===== src/rtl/lda_feature_frontend.sv =====
// Feature front end for the lda classifier: averages a serial per-channel sample stream over
// 2**LOG2_AVG frames into a held DIMS-wide vector. Optional macro BASELINE_SUB_EN adds baseline subtraction.
module lda_feature_frontend #(
  parameter int unsigned DIMS     = 6,
  parameter int unsigned W        = 8,
  parameter int unsigned LOG2_AVG = 2
) (
  input  logic              clk_i,
  input  logic              rstn_i,
  input  logic              s_valid_i,
  output logic              s_ready_o,
  input  logic [W-1:0]      s_data_i,
  input  logic              s_sof_i,
  input  logic              base_capture_i,
  output logic [DIMS*W-1:0] feat_o,
  output logic              feat_valid_o,
  output logic              sync_err_o
);

  localparam int unsigned ACC_W  = W + LOG2_AVG;
  localparam int unsigned FRAMES = 1 << LOG2_AVG;
  localparam int unsigned CH_W   = (DIMS > 1) ? $clog2(DIMS) : 1;
  localparam int unsigned FR_W   = (LOG2_AVG > 0) ? LOG2_AVG : 1;

  typedef enum logic {ST_ACCUM = 1'b0, ST_DUMP = 1'b1} state_t;

  state_t             r_state;
  state_t             w_state_nxt;
  logic [ACC_W-1:0]   r_acc [DIMS];
  logic [CH_W-1:0]    r_ch_cnt;
  logic [FR_W-1:0]    r_fr_cnt;
  logic               w_hs;
  logic               w_sync_loss;
  logic               w_ch_wrap;
  logic               w_last;
  logic [CH_W-1:0]    w_ch_eff;
  logic [CH_W-1:0]    w_ch_nxt;
  logic [FR_W-1:0]    w_fr_eff;
  logic [FR_W-1:0]    w_fr_nxt;
  logic [W-1:0]       w_avg [DIMS];
  logic [DIMS*W-1:0]  w_feat_nxt;

  assign w_hs = s_valid_i && s_ready_o;

  // A sof on a non-zero channel resynchronises: the sample becomes channel 0 of frame 0.
  always_comb begin
    w_sync_loss = w_hs && s_sof_i && (r_ch_cnt != '0);
    w_ch_eff    = w_sync_loss ? '0 : r_ch_cnt;
    w_fr_eff    = w_sync_loss ? '0 : r_fr_cnt;
    w_ch_wrap   = (w_ch_eff == CH_W'(DIMS - 1));
    w_last      = w_hs && w_ch_wrap && (w_fr_eff == FR_W'(FRAMES - 1));
    w_ch_nxt    = w_ch_wrap ? '0 : w_ch_eff + CH_W'(1);
    w_fr_nxt    = w_ch_wrap ? w_fr_eff + FR_W'(1) : w_fr_eff;
  end

  always_comb begin
    for (int unsigned i = 0; i < DIMS; i++) begin
      w_avg[i] = W'(r_acc[i] >> LOG2_AVG);
    end
  end

  always_ff @(posedge clk_i or negedge rstn_i) begin
    if (!rstn_i) r_state <= ST_ACCUM;
    else         r_state <= w_state_nxt;
  end

  always_comb begin
    w_state_nxt = r_state;
    case (r_state)
      ST_ACCUM: if (w_last) w_state_nxt = ST_DUMP;
      ST_DUMP:  w_state_nxt = ST_ACCUM;
      default:  w_state_nxt = ST_ACCUM;
    endcase
  end

  // Source must hold its sample through the single dump cycle.
  always_comb begin
    s_ready_o = 1'b1;
    case (r_state)
      ST_DUMP: s_ready_o = 1'b0;
      default: s_ready_o = 1'b1;
    endcase
  end

`ifdef BASELINE_SUB_EN
  logic         r_cap_pend;
  logic [W-1:0] r_base [DIMS];

  always_ff @(posedge clk_i or negedge rstn_i) begin
    if (!rstn_i) begin
      r_cap_pend <= 1'b0;
      for (int unsigned i = 0; i < DIMS; i++) r_base[i] <= '0;
    end else if (r_state == ST_DUMP) begin
      r_cap_pend <= base_capture_i;
      if (r_cap_pend) begin
        for (int unsigned i = 0; i < DIMS; i++) r_base[i] <= w_avg[i];
      end
    end else begin
      r_cap_pend <= r_cap_pend | base_capture_i;
    end
  end

  // Capturing dump reports zero; otherwise subtract baseline, saturating at 0.
  always_comb begin
    w_feat_nxt = '0;
    for (int unsigned i = 0; i < DIMS; i++) begin
      if (!r_cap_pend && (w_avg[i] > r_base[i])) begin
        w_feat_nxt[i*W +: W] = w_avg[i] - r_base[i];
      end
    end
  end
`else
  logic w_unused_base_capture;
  assign w_unused_base_capture = base_capture_i;

  always_comb begin
    w_feat_nxt = '0;
    for (int unsigned i = 0; i < DIMS; i++) w_feat_nxt[i*W +: W] = w_avg[i];
  end
`endif

  // Accumulate / dump datapath.
  always_ff @(posedge clk_i or negedge rstn_i) begin
    if (!rstn_i) begin
      for (int unsigned i = 0; i < DIMS; i++) r_acc[i] <= '0;
      r_ch_cnt     <= '0;
      r_fr_cnt     <= '0;
      feat_o       <= '0;
      feat_valid_o <= 1'b0;
      sync_err_o   <= 1'b0;
    end else begin
      feat_valid_o <= 1'b0;
      sync_err_o   <= w_sync_loss;
      if (r_state == ST_DUMP) begin
        for (int unsigned i = 0; i < DIMS; i++) r_acc[i] <= '0;
        r_ch_cnt     <= '0;
        r_fr_cnt     <= '0;
        feat_o       <= w_feat_nxt;
        feat_valid_o <= 1'b1;
      end else if (w_hs) begin
        for (int unsigned i = 0; i < DIMS; i++) begin
          r_acc[i] <= (w_sync_loss ? '0 : r_acc[i])
                    + ((CH_W'(i) == w_ch_eff) ? ACC_W'(s_data_i) : '0);
        end
        r_ch_cnt <= w_ch_nxt;
        r_fr_cnt <= w_fr_nxt;
      end
    end
  end

endmodule


===== config.mk =====
export PLATFORM = sky130hd
export DESIGN_NAME = lda_feature_frontend
export DESIGN_NICKNAME = d
export VERILOG_FILES = /design/src/rtl/lda_feature_frontend.sv
export SDC_FILE = /design/constraint.sdc
export NUM_CORES = 1
export LEC_CHECK = 0
export CAP_MARGIN = 5
export CORE_ASPECT_RATIO = 0.7
export CORE_MARGIN = 2
export CORE_UTILIZATION = 60
export CTS_CLUSTER_DIAMETER = 100
export CTS_CLUSTER_SIZE = 28
export DETAILED_ROUTE_END_ITERATION = 16
export PLACE_DENSITY_LB_ADDON = 0.05
export SYNTH_ARGS = -nofsm -noshare
export SYNTH_HDL_FRONTEND = slang
export SYNTH_SLANG_ARGS = --single-unit

===== constraint.sdc =====
create_clock -name clk_i -period 5.8 [get_ports clk_i]
set_input_delay 0.87 -clock clk_i [delete_from_list [all_inputs] [get_ports clk_i]]
set_output_delay 0.87 -clock clk_i [all_outputs]
set_load 0.02 [all_outputs]

==> flow_summary.ini <==
[critical_path]
required_ns = 6.10
cp-start-kind = primary input
worst-r2r-cell-count = 12
r2r-end = r_acc[58]
arrival_ns = 4.39
r2r-start = r_state
crit_path_max_fanout = 29
path_cells = clkdlybuf4s50_1, nand3b_4, or2_1, buf_4, and2_1, ha_1, inv_1, fa_1, nor2b_1, o21a_1, a311oi_2, a21o_1, a221o_1
crit_path_end_kind = register
critPathSlowestCell = or2_1
criticalPathCategory = primary input to register
reg2reg_slack_ns = 1.77
max_stage_delay_ns = 0.73

[cts]
post-cts-setup-buffer-count = 0
h-tree-depth = 4
cts_sinks = 116
cts_root_buf = clkbuf_16
path_clk_slew_ns = 0.06
worstSkewPairLatency_ns = 0.42
cts_resized = 0
clockBufferDepth = 2
tritoncts = built
cts_buffers = 17
cts.hold.buffers_added = 0

[cells_and_area]
final_layout_size_suffix_gt1_frac = 0.128
multi_input_area_sq_mm = 0.00416
diodes = 0
seq_area_sq_mm = 0.00291
areaGrowthSynthToFinish_pct = 19.0
final_nets = 839
final_util = 0.735
fillers = 822

[worst_hold_path]
min_to = r_acc[39]
worstHoldStart = r_acc[39]
whs_path_depth = 1
min_path_type = register to register

[synth]
yosys_warnings = 0
synth-seq-area-share = 0.399
synth_cell_type_count = 55
synth-edff-count = 0
syn_inst = 714
syn-num-nets = 783
syn-cell-area_sq_mm = 0.00727
synth-async-reset-ratio = 1.00
synth_area_per_cell_sq_um = 10.2
ys_seq_elements = 116
ys.flop_type = dfrtp_1

[sta]
finalHoldViolations = 0
drv_slew = 0
tns_ns = 0
tightest_slew_ns = 1.05
grt_setup_unrepaired = no
fmax_mhz = 245
period_needed_ns = 4.08
slew_headroom = 0.297
holdWs_ns = 0.484
setup_violations = 0
worst_slack_ns = 1.72
skew_ns = 0.00611
period_share = 0.704

[global_route]
groute.usage.overall = 0.301
grt_pass1_wl_mm = 30.0
antenna_found_initial = 0
grt_max_degree = 71
grt_overflow_total = 0
grt_pass1_vias = 5829

[drt]
firstDrtPassIters = 5
remaining_drc_errors = 0
wire_per_inst_um = 19.3
via_count = 5922
vias_per_cell = 6.30
antenna_left = 0
wl_mm = 18.1
initialDrtViolationCount = 628

[power_and_ir_drop]
p_int_w = 0.00223
pwr-share-comb = 0.304
leakage_nw = 4.23
pwr_density_cell_mw_per_mm2 = 383
power_frac_seq = 0.341
p_sw_w = 0.00108
peakVddDrop_uv = 229
power_frac_clock = 0.355
netSwitchingFraction = 0.325

[place]
dp_hpwl_mm = 11.6
place_ws_ns = 1.29
gp_congestion = 0.897
io_buffers = 62

[floorplan]
die-width_um = 136
core_sq_mm = 0.0118
start_util = 0.618
fp.dieH_um = 96.1
die-area_sq_mm = 0.0130
ios = 64
rows = 33

[flow_run]
drv_cap = 0

[outcome]
outcome = finished, final reports clean
[worst max-delay path, delay by kind of cell]
| family | cells | cell delay (ns) |
|---|---|---|
| and+or+nand+nor | 4 | 1.19 |
| buffers and inverters | 3 | 0.92 |
| AOI/OAI and AO/OA | 4 | 0.81 |
| adders and majority gates | 2 | 0.58 |
[cell families after synthesis]
logic type,after synthesis,synth area share
xor gates and xnor gates,21,0.0253
adders and majority gates,56,0.103
muxes,64,0.0964
and+or+nand+nor,236,0.177
buffers and inverters,50,0.0293
DFF,116,0.399
AOI/OAI and AO/OA,171,0.171
[power by group through the flow]
stage | Combinational, W | Sequential [W] | Clock [W]
CTS | 0.000999 | 0.00112 | 0.00118
floorplan | 0.000764 | 0.00110 | 0
finish | 0.00101 | 0.00113 | 0.00117
global route | 0.00113 | 0.00115 | 0.00122
global placement | 0.000936 | 0.00112 | 0
detailed placement | 0.000985 | 0.00113 | 0
[metrics by stage]
step | total power [W] | cells | cell area (sq um)
after global routing | 0.00350 | 940 | 8650
after CTS | 0.00331 | 940 | 8650
after detailed placement | 0.00212 | 908 | 8000
final | 0.00331 | 940 | 8650
after global placement | 0.00206 | 908 | 8000
after floorplan | 0.00186 | 714 | 7270
[cell type report]
| type | instances | share of cell area |
|---|---|---|
| clock buffer | 19 | 0.0523 |
| multi-input combinational | 548 | 0.480 |
| inverter | 17 | 0.00737 |
| tap | 157 | 0.0227 |
| clock inverter | 13 | 0.0237 |
| timing repair buffer | 70 | 0.0778 |
| sequential | 116 | 0.336 |
[sequential cells by signal, indices dropped and copies added (netlist names)]
signal / flops
feat_o: 48
r_acc: 60
sync_err_o: 1
r_ch_cnt: 3
r_state: 1
feat_valid_o: 1
r_fr_cnt: 2
[layout by cell type, fill, tap and decap left out, types with 6 or more instances in the layout]
| cell | netlist | routed |
|---|---|---|
| nor2b_1 | 11 | 11 |
| buf_4 | 4 | 9 |
| a22o_1 | 11 | 11 |
| nor2_1 | 47 | 47 |
| clkbuf_16 | 0 | 17 |
| mux2i_1 | 16 | 16 |
| clkdlybuf4s50_1 | 0 | 60 |
| nand3_1 | 10 | 10 |
| and2_1 | 89 | 89 |
| inv_1 | 16 | 16 |
| xnor2_1 | 16 | 16 |
| ha_1 | 50 | 50 |
| a21oi_1 | 26 | 26 |
| a21o_1 | 16 | 16 |
| nand2b_1 | 6 | 6 |
| o21a_1 | 8 | 8 |
| fa_1 | 6 | 6 |
| a221o_1 | 6 | 6 |
| dfrtp_1 | 116 | 115 |
| mux2_2 | 48 | 48 |
| nor3_1 | 8 | 8 |
| a31oi_1 | 7 | 7 |
| a2bb2oi_1 | 6 | 6 |
| and3_1 | 10 | 10 |
| nand2_1 | 34 | 34 |
| a211o_1 | 6 | 6 |
| o21ai_0 | 26 | 26 |
| a211oi_1 | 17 | 17 |
[per-layer routing]
metal  part of all wire  GRT usage  vias to the layer above  routed length [um]
met4              0.019     0.0981                        0                 351
met5                  0          0                        -                   0
met1               0.44      0.401                     2905                7980
li1                   -          -                     2720                   -
met2               0.47      0.499                      261                8540
met3              0.070     0.0606                       36                1280
[synthesized netlist by cell type, types with 6 or more instances]
library cell  number  area [sq um]
a221o_1            6          60.1
and2_1            89           557
xnor2_1           16           140
inv_1             16          60.1
a21o_1            16           120
nand3_1           10          50.1
nor2b_1           11          68.8
nor3_1             8          40.0
nand2_1           34           128
buf_2              8          40.0
a22o_1            11          96.3
nor2_1            47           176
ha_1              50           626
o21a_1             8          60.1
clkbuf_1          19          71.3
fa_1               6           120
a31oi_1            7          43.8
a211o_1            6          52.6
o21ai_0           26           130
mux2_2            48           541
a21oi_1           26           130
a211oi_1          17           128
mux2i_1           16           160
a2bb2oi_1          6          52.6
dfrtp_1          116          2900
and3_1            10          62.6
nand2b_1           6          37.5
[how the worst max path moves through the flow]
stage,startpoint,endpoint,slack [ns]
2_1_floorplan,s_valid_i,r_acc[18],2.27
3_3_place_gp,s_sof_i,r_acc[58],1.35
3_5_place_dp,s_sof_i,r_acc[58],1.29
4_1_cts,s_sof_i,r_acc[58],1.72
5_1_grt,s_sof_i,r_acc[58],1.45
6_report,s_sof_i,r_acc[58],1.72
(Power assumes the default switching activity.)
